`config.mk`:
```
export PLATFORM = sky130hd
export DESIGN_NAME = sprite_loader
export DESIGN_NICKNAME = d
export VERILOG_FILES = /design/src/rtl/sprite_pkg.sv /design/src/rtl/sprite_cmd_fifo.sv /design/src/rtl/sprite_loader.sv
export SDC_FILE = /design/constraint.sdc
export NUM_CORES = 1
export LEC_CHECK = 0
export BUFFER_PORTS_ARGS = -buffer_cell sky130_fd_sc_hd__buf_2
export CORE_MARGIN = 2
export CORE_UTILIZATION = 53
export CTS_BUF_LIST = sky130_fd_sc_hd__clkbuf_8
export CTS_CLUSTER_DIAMETER = 60
export DETAILED_ROUTE_END_ITERATION = 12
export PLACE_DENSITY_LB_ADDON = 0.1
export SETUP_SLACK_MARGIN = 0.15
export SYNTH_ARGS = -nofsm -noshare
export SYNTH_HDL_FRONTEND = slang
export SYNTH_SLANG_ARGS = --single-unit
```
`constraint.sdc`:
```
create_clock -name clk -period 2.1 [get_ports clk]
set_input_delay 0.42 -clock clk [delete_from_list [all_inputs] [get_ports clk]]
set_output_delay 0.42 -clock clk [all_outputs]
set_load 0.03 [all_outputs]
```
`src/rtl/sprite_pkg.sv`:
```
// sprite_pkg
//   Shared constants and types for the sprite command loader:
//   command type codes, field widths, the packed command entry stored
//   in the FIFO, and the drain FSM state encoding.
package sprite_pkg;

  localparam logic CMD_POS = 1'b0;
  localparam logic CMD_ATT = 1'b1;

  localparam int SPR_X_W   = 10;
  localparam int SPR_Y_W   = 9;
  localparam int SPR_SEL_W = 4;

  // One queued host command, exactly as it will be replayed to the bank.
  typedef struct packed {
    logic [SPR_SEL_W-1:0] sel;
    logic                 typ;
    logic [SPR_X_W-1:0]   x;
    logic [SPR_Y_W-1:0]   y;
    logic                 vis;
  } sprite_cmd_t;

  localparam int CMD_W = $bits(sprite_cmd_t);

  typedef enum logic [0:0] {
    ST_IDLE  = 1'b0,
    ST_ISSUE = 1'b1
  } drain_state_t;

endpackage

```
`src/rtl/sprite_cmd_fifo.sv`:
```
// sprite_cmd_fifo
//   Synchronous FIFO holding host commands until vertical blank.
//   Head data is presented combinationally; a pop simply advances the
//   read pointer.
// Ports:
//   clk, rst       clock, synchronous active-high reset (empties FIFO)
//   push, wdata    write request and data (ignored when full)
//   pop            read request (ignored when empty)
//   rdata          current head entry
//   full, empty    status flags
//   count          occupancy, 0..DEPTH
module sprite_cmd_fifo #(
  parameter int DEPTH = 4,
  parameter int WIDTH = 8
) (
  input  logic                     clk,
  input  logic                     rst,
  input  logic                     push,
  input  logic [WIDTH-1:0]         wdata,
  input  logic                     pop,
  output logic [WIDTH-1:0]         rdata,
  output logic                     full,
  output logic                     empty,
  output logic [$clog2(DEPTH):0]   count
);

  localparam int AW    = $clog2(DEPTH);
  localparam int CNT_W = AW + 1;

  logic [WIDTH-1:0] mem_r [DEPTH];
  logic [AW-1:0]    wr_ptr_r;
  logic [AW-1:0]    rd_ptr_r;
  logic [CNT_W-1:0] count_r;
  logic             push_ok_s;
  logic             pop_ok_s;

  // Qualify requests against the flags so the pointers can never wrap past each other.
  always_comb begin
    push_ok_s = push && !full;
    pop_ok_s  = pop && !empty;
  end

  // Storage array; contents need no reset because count gates every read.
  always_ff @(posedge clk) begin
    if (push_ok_s) begin
      mem_r[wr_ptr_r] <= wdata;
    end
  end

  // Pointer and occupancy tracking.
  always_ff @(posedge clk) begin
    if (rst) begin
      wr_ptr_r <= '0;
      rd_ptr_r <= '0;
      count_r  <= '0;
    end else begin
      if (push_ok_s) begin
        wr_ptr_r <= wr_ptr_r + AW'(1);
      end
      if (pop_ok_s) begin
        rd_ptr_r <= rd_ptr_r + AW'(1);
      end
      case ({push_ok_s, pop_ok_s})
        2'b10:   count_r <= count_r + CNT_W'(1);
        2'b01:   count_r <= count_r - CNT_W'(1);
        default: count_r <= count_r;
      endcase
    end
  end

  // Status and head-of-queue view.
  always_comb begin
    rdata = mem_r[rd_ptr_r];
    full  = (count_r == CNT_W'(DEPTH));
    empty = (count_r == CNT_W'(0));
    count = count_r;
  end

endmodule

```
`src/rtl/sprite_loader.sv`:
```
// sprite_loader
//   Queues sprite position/attribute commands from the host and replays
//   them to the sprite engines only during vertical blank, one per cycle,
//   so on-screen sprites never change mid-frame.
// Ports:
//   clk, rst                  clock, synchronous active-high reset
//   cmd_valid/cmd_ready       host handshake, transfer when both high
//   cmd_sel, cmd_type         target sprite and command kind (POS/ATT)
//   cmd_x, cmd_y, cmd_vis     command payload
//   vblank                    vertical blank indicator
//   load_pos, load_att        one-hot per-sprite load strobes (registered)
//   x, y, visible             shared payload buses (registered, held)
//   pending                   FIFO occupancy
//   err_sel                   sticky flag: out-of-range sprite index drained
module sprite_loader
  import sprite_pkg::*;
#(
  parameter int N_SPRITES = 8,
  parameter int DEPTH     = 4
) (
  input  logic                   clk,
  input  logic                   rst,
  input  logic                   cmd_valid,
  output logic                   cmd_ready,
  input  logic [SPR_SEL_W-1:0]   cmd_sel,
  input  logic                   cmd_type,
  input  logic [SPR_X_W-1:0]     cmd_x,
  input  logic [SPR_Y_W-1:0]     cmd_y,
  input  logic                   cmd_vis,
  input  logic                   vblank,
  output logic [N_SPRITES-1:0]   load_pos,
  output logic [N_SPRITES-1:0]   load_att,
  output logic [SPR_X_W-1:0]     x,
  output logic [SPR_Y_W-1:0]     y,
  output logic                   visible,
  output logic [$clog2(DEPTH):0] pending,
  output logic                   err_sel
);

  // Compare sel against the sprite count with one spare bit so N_SPRITES=16 fits.
  localparam logic [SPR_SEL_W:0] SEL_LIMIT = (SPR_SEL_W + 1)'(N_SPRITES);

  drain_state_t          state_r;
  drain_state_t          state_next_s;

  sprite_cmd_t           push_entry_s;
  sprite_cmd_t           head_s;
  logic [CMD_W-1:0]      head_data_s;
  logic                  fifo_full_s;
  logic                  fifo_empty_s;
  logic                  push_s;
  logic                  pop_s;
  logic                  sel_ok_s;
  logic [N_SPRITES-1:0]  sel_oh_s;
  logic [N_SPRITES-1:0]  pos_next_s;
  logic [N_SPRITES-1:0]  att_next_s;

  logic [N_SPRITES-1:0]  load_pos_r;
  logic [N_SPRITES-1:0]  load_att_r;
  logic [SPR_X_W-1:0]    x_r;
  logic [SPR_Y_W-1:0]    y_r;
  logic                  visible_r;
  logic                  err_sel_r;

  // Decode a sprite index into a one-hot lane mask.
  function automatic logic [N_SPRITES-1:0] sel_onehot(input logic [SPR_SEL_W-1:0] sel);
    logic [N_SPRITES-1:0] oh;
    oh = '0;
    for (int i = 0; i < N_SPRITES; i++) begin
      if (sel == SPR_SEL_W'(i)) begin
        oh[i] = 1'b1;
      end else begin
        oh[i] = 1'b0;
      end
    end
    return oh;
  endfunction

  // Pack the host command into a FIFO entry and qualify the handshake.
  always_comb begin
    push_entry_s.sel = cmd_sel;
    push_entry_s.typ = cmd_type;
    push_entry_s.x   = cmd_x;
    push_entry_s.y   = cmd_y;
    push_entry_s.vis = cmd_vis;
    cmd_ready        = !fifo_full_s;
    push_s           = cmd_valid && !fifo_full_s;
  end

  sprite_cmd_fifo #(
    .DEPTH (DEPTH),
    .WIDTH (CMD_W)
  ) u_fifo (
    .clk   (clk),
    .rst   (rst),
    .push  (push_s),
    .wdata (push_entry_s),
    .pop   (pop_s),
    .rdata (head_data_s),
    .full  (fifo_full_s),
    .empty (fifo_empty_s),
    .count (pending)
  );

  // Drain FSM state register.
  always_ff @(posedge clk) begin
    if (rst) begin
      state_r <= ST_IDLE;
    end else begin
      state_r <= state_next_s;
    end
  end

  // Drain FSM next-state: drain while in blank with work queued.
  always_comb begin
    state_next_s = state_r;
    case (state_r)
      ST_IDLE: begin
        if (vblank && !fifo_empty_s) begin
          state_next_s = ST_ISSUE;
        end else begin
          state_next_s = ST_IDLE;
        end
      end
      ST_ISSUE: begin
        if (!vblank || fifo_empty_s) begin
          state_next_s = ST_IDLE;
        end else begin
          state_next_s = ST_ISSUE;
        end
      end
      default: state_next_s = ST_IDLE;
    endcase
  end

  // Drain FSM outputs: the edge that enters ISSUE already pops, so both
  // states pop under the same condition; an IDLE-with-blank cycle must not
  // add a bubble or the accept-to-strobe latency would grow.
  always_comb begin
    pop_s = 1'b0;
    case (state_r)
      ST_IDLE:  pop_s = vblank && !fifo_empty_s;
      ST_ISSUE: pop_s = vblank && !fifo_empty_s;
      default:  pop_s = 1'b0;
    endcase
  end

  // Head-entry decode into next-cycle strobe values.
  always_comb begin
    head_s     = head_data_s;
    sel_ok_s   = ({1'b0, head_s.sel} < SEL_LIMIT);
    sel_oh_s   = sel_onehot(head_s.sel);
    pos_next_s = '0;
    att_next_s = '0;
    if (pop_s && sel_ok_s) begin
      case (head_s.typ)
        CMD_POS: pos_next_s = sel_oh_s;
        CMD_ATT: att_next_s = sel_oh_s;
        default: begin
          pos_next_s = '0;
          att_next_s = '0;
        end
      endcase
    end else begin
      pos_next_s = '0;
      att_next_s = '0;
    end
  end

  // Registered sprite-bus outputs; payload holds between issues.
  always_ff @(posedge clk) begin
    if (rst) begin
      load_pos_r <= '0;
      load_att_r <= '0;
      x_r        <= '0;
      y_r        <= '0;
      visible_r  <= 1'b0;
      err_sel_r  <= 1'b0;
    end else begin
      load_pos_r <= pos_next_s;
      load_att_r <= att_next_s;
      if (pop_s) begin
        x_r       <= head_s.x;
        y_r       <= head_s.y;
        visible_r <= head_s.vis;
        if (!sel_ok_s) begin
          err_sel_r <= 1'b1;
        end
      end
    end
  end

  // Drive ports from the output registers.
  always_comb begin
    load_pos = load_pos_r;
    load_att = load_att_r;
    x        = x_r;
    y        = y_r;
    visible  = visible_r;
    err_sel  = err_sel_r;
  end

endmodule

```
==> results_dict.tcl <==
set metrics [dict create \
    status "finished, final reports clean" \
    wl_met3_um 374 \
    met1Wirelength_mm 3.95 \
    start_util_pct 54.1 \
    min_period_ns 1.98 \
    synth-seq-cells 146 \
    crit_path_end_kind "flop" \
    postSynthAreaPerCell_um2 16.7 \
    hp-class "input port to flop" \
    finClkSkew_ns 0.00957 \
    met2WireLength_mm 4.58 \
    setup_viol 0 \
    cts_tree "built" \
    ant_nets 0 \
    syn_nets 351 \
    diodes 0 \
    cp-start-kind "flop" \
    die_width_um 104 \
    core_area_um2 9730 \
    grt_pass1_wl_mm 14.6 \
    layout.cells.non_filler 547 \
    viasPerCell 5.20 \
    total_leakage_power_nw 2.26 \
    design_area_um2 6240 \
    yosysTopAreaCellShare_pct 57.0 \
    grt.overflow.total 0 \
    htreeDepth 4 \
    cp.arrival_ns 2.33 \
    routedWlPerCell_um 16.6 \
    synth-compound-area-share_pct 3.09 \
    max-slew-margin-rel_pct 65.4 \
    ios 70 \
    detailed_place_hpwl_mm 5.37 \
    synth_area_leaders "edfxtp_1, dfxtp_1, mux4_2" \
    drc 0 \
    synth_top_family_by_area "multiplexers" \
    drt_first_pass_iters 4 \
    required_ns 2.45 \
    cts_buffer_depth 2 \
    rsz0062_at_grt "true" \
    worstMarginPinSlew_ns 0.518 \
    grt_usage_pct 18.1 \
    slew_viol_final 0 \
    setup.worst_path.class "flop to flop" \
    nFillCells 748 \
    dp.cells 511 \
    area_growth_pct 18.4 \
    via_count 2845 \
    yosys_warnings 0 \
    cts-hold-fix-buffers 0 \
    clk_latency_ns 0.42 \
    synth-adder-area-share_pct 1.57 \
    max-vdd-ir-drop_uv 625 \
    synth_simple_gate_area_share_pct 7.53 \
    nets 437 \
    crit_fanout 4 \
    finalHoldViolCount 0 \
    pwr_density_cell_nw_per_um2 1200 \
    rows 36 \
    cts_root_buf "clkbuf_8" \
    synth_area_um2 5270 \
    antenna_found_initial 0 \
    grt_pass1_vias 2847 \
    max_cap_viol_count 0 \
    ys_seq_area_share_pct 74.5 \
    drt_wl_total_mm 9.06 \
    place_area_um2 5840 \
    drive_above_1_share_pct 37.4 \
    numCtsBuffers 17 \
    synth_cell_types 29 \
    synth-xor-area-share_pct 0.499 \
    yosys.area.top_type "edfxtp_1" \
    fin_crit_sh_pct 94.1 \
    detail_route.iter0.violations 129 \
    grt_start_max_net_pins 31 \
    path_clk_slew_ns 0.08 \
    portBuffers 69 \
    synth_mux_area_share_pct 10.7 \
    die_area_um2 10800 \
    clock-sinks 146 \
    clock.fmax_mhz 506 \
    syn_inst 316 \
    topRoutingLayerUsed "met4" \
    gp_congestion 0.743 \
    dieHeight_um 104 \
]
==> cells in the mapped netlist, drive strengths merged <==
library cell,number
a21o,2
a21oi,26
and3,4
buf,6
clkbuf,12
clkinv,1
dfxtp,46
edfxtp,100
fa,1
ha,5
inv,6
mux4,25
nand2,42
nand2b,3
nand3,2
nand3b,1
nor2,6
nor3,16
o21ai,2
o31ai,1
or2,2
or3,3
or3b,1
xnor2,1
xor2,2
==> final timing paths <==
| check | start | end | slack, ns | depth (start not counted) |
|---|---|---|---|---|
| max reg2reg | u_fifo.count[2] | u_fifo.count[2] | 0.12 | 8 |
| min | cmd_x[5] | u_fifo.mem_r[2][15] | 0.20 | 1 |
| max | u_fifo.count[2] | u_fifo.count[2] | 0.12 | 8 |
| min reg2reg | y[0] | y[0] | 0.45 | 2 |
==> cell usage in the layout, fill, tap and decap left out, types with 6 or more instances in the layout <==
master | Yosys | routed
buf_2 | 3 | 68
nand2_1 | 42 | 41
a21oi_1 | 26 | 26
nor3_2 | 7 | 7
edfxtp_1 | 100 | 100
inv_1 | 6 | 9
mux4_2 | 25 | 25
nor2_1 | 6 | 6
dfxtp_1 | 46 | 42
clkbuf_8 | 0 | 23
buf_4 | 0 | 16
nor3_1 | 9 | 9
==> what timing repair did <==
action,in CTS,in global routing
pin swaps,6,1
gates resized for setup,2,0
buffers inserted,5,0
endpoints found under the setup margin,2,2
==> kinds of logic after synthesis <==
logic type / Yosys count
adders and majority gates: 6
and+or+nand+nor: 80
buffers and inverters: 25
muxes: 25
xor gates and xnor gates: 3
AOI/OAI and AO/OA: 31
DFF: 146
==> where the power goes <==
group          switching (mW)  total, mW  internal [mW]
logic                    1.19       2.00          0.809
clock network           0.923       1.90          0.980
registers               0.144       3.57           3.43
==> per-stage QoR <==
stage          TNS [ns]  setup slack [ns]  hold WS, ns  power, mW  util [%]
6_report              0             0.123        0.200       7.47      64.1
5_1_grt               0            0.0522        0.182       7.87      64.1
4_1_cts               0             0.109        0.173       7.57      64.1
3_5_place_dp          0            0.0917        0.445       5.61      60.0
3_3_place_gp          0             0.117        0.440       5.57      60.0
2_1_floorplan   -0.0588           -0.0588        0.459       5.08         -
==> state kept, by name (all words and copies together) (netlist names), named ones only <==
signal,cells
u_fifo.wr_ptr_r,2
load_att,8
load_pos,8
u_fifo.mem_r,100
err_sel,1
u_fifo.count,3
y,9
visible,1
x,10
u_fifo.rd_ptr_r,2
==> layout make-up <==
| type | instances | area (um^2) | share of cell area, % |
|---|---|---|---|
| inverters | 7 | 27.5 | 0.441 |
| multi-input cells | 145 | 1270 | 20.4 |
| clock inverters | 8 | 38.8 | 0.622 |
| repair buffers | 85 | 480 | 7.70 |
| well taps | 133 | 166 | 2.67 |
| flip-flops and latches | 146 | 3940 | 63.1 |
| clock buffers | 23 | 317 | 5.08 |
==> layer usage <==
layer,up-vias,GRT usage (%)
li1,1350,-
met1,1414,22.5
met2,66,30.1
met3,15,5.16
met4,0,7.53
met5,-,0
==> critical path: stages (launching register included) <==
cell     delay, ns
dfxtp_4       0.36
or3b_4        0.40
nand2_4       0.08
ha_4          0.13
inv_2         0.03
fa_2          0.32
xor2_1        0.17
or3_1         0.30
a21oi_1       0.12
(Power assumes the default switching activity.)
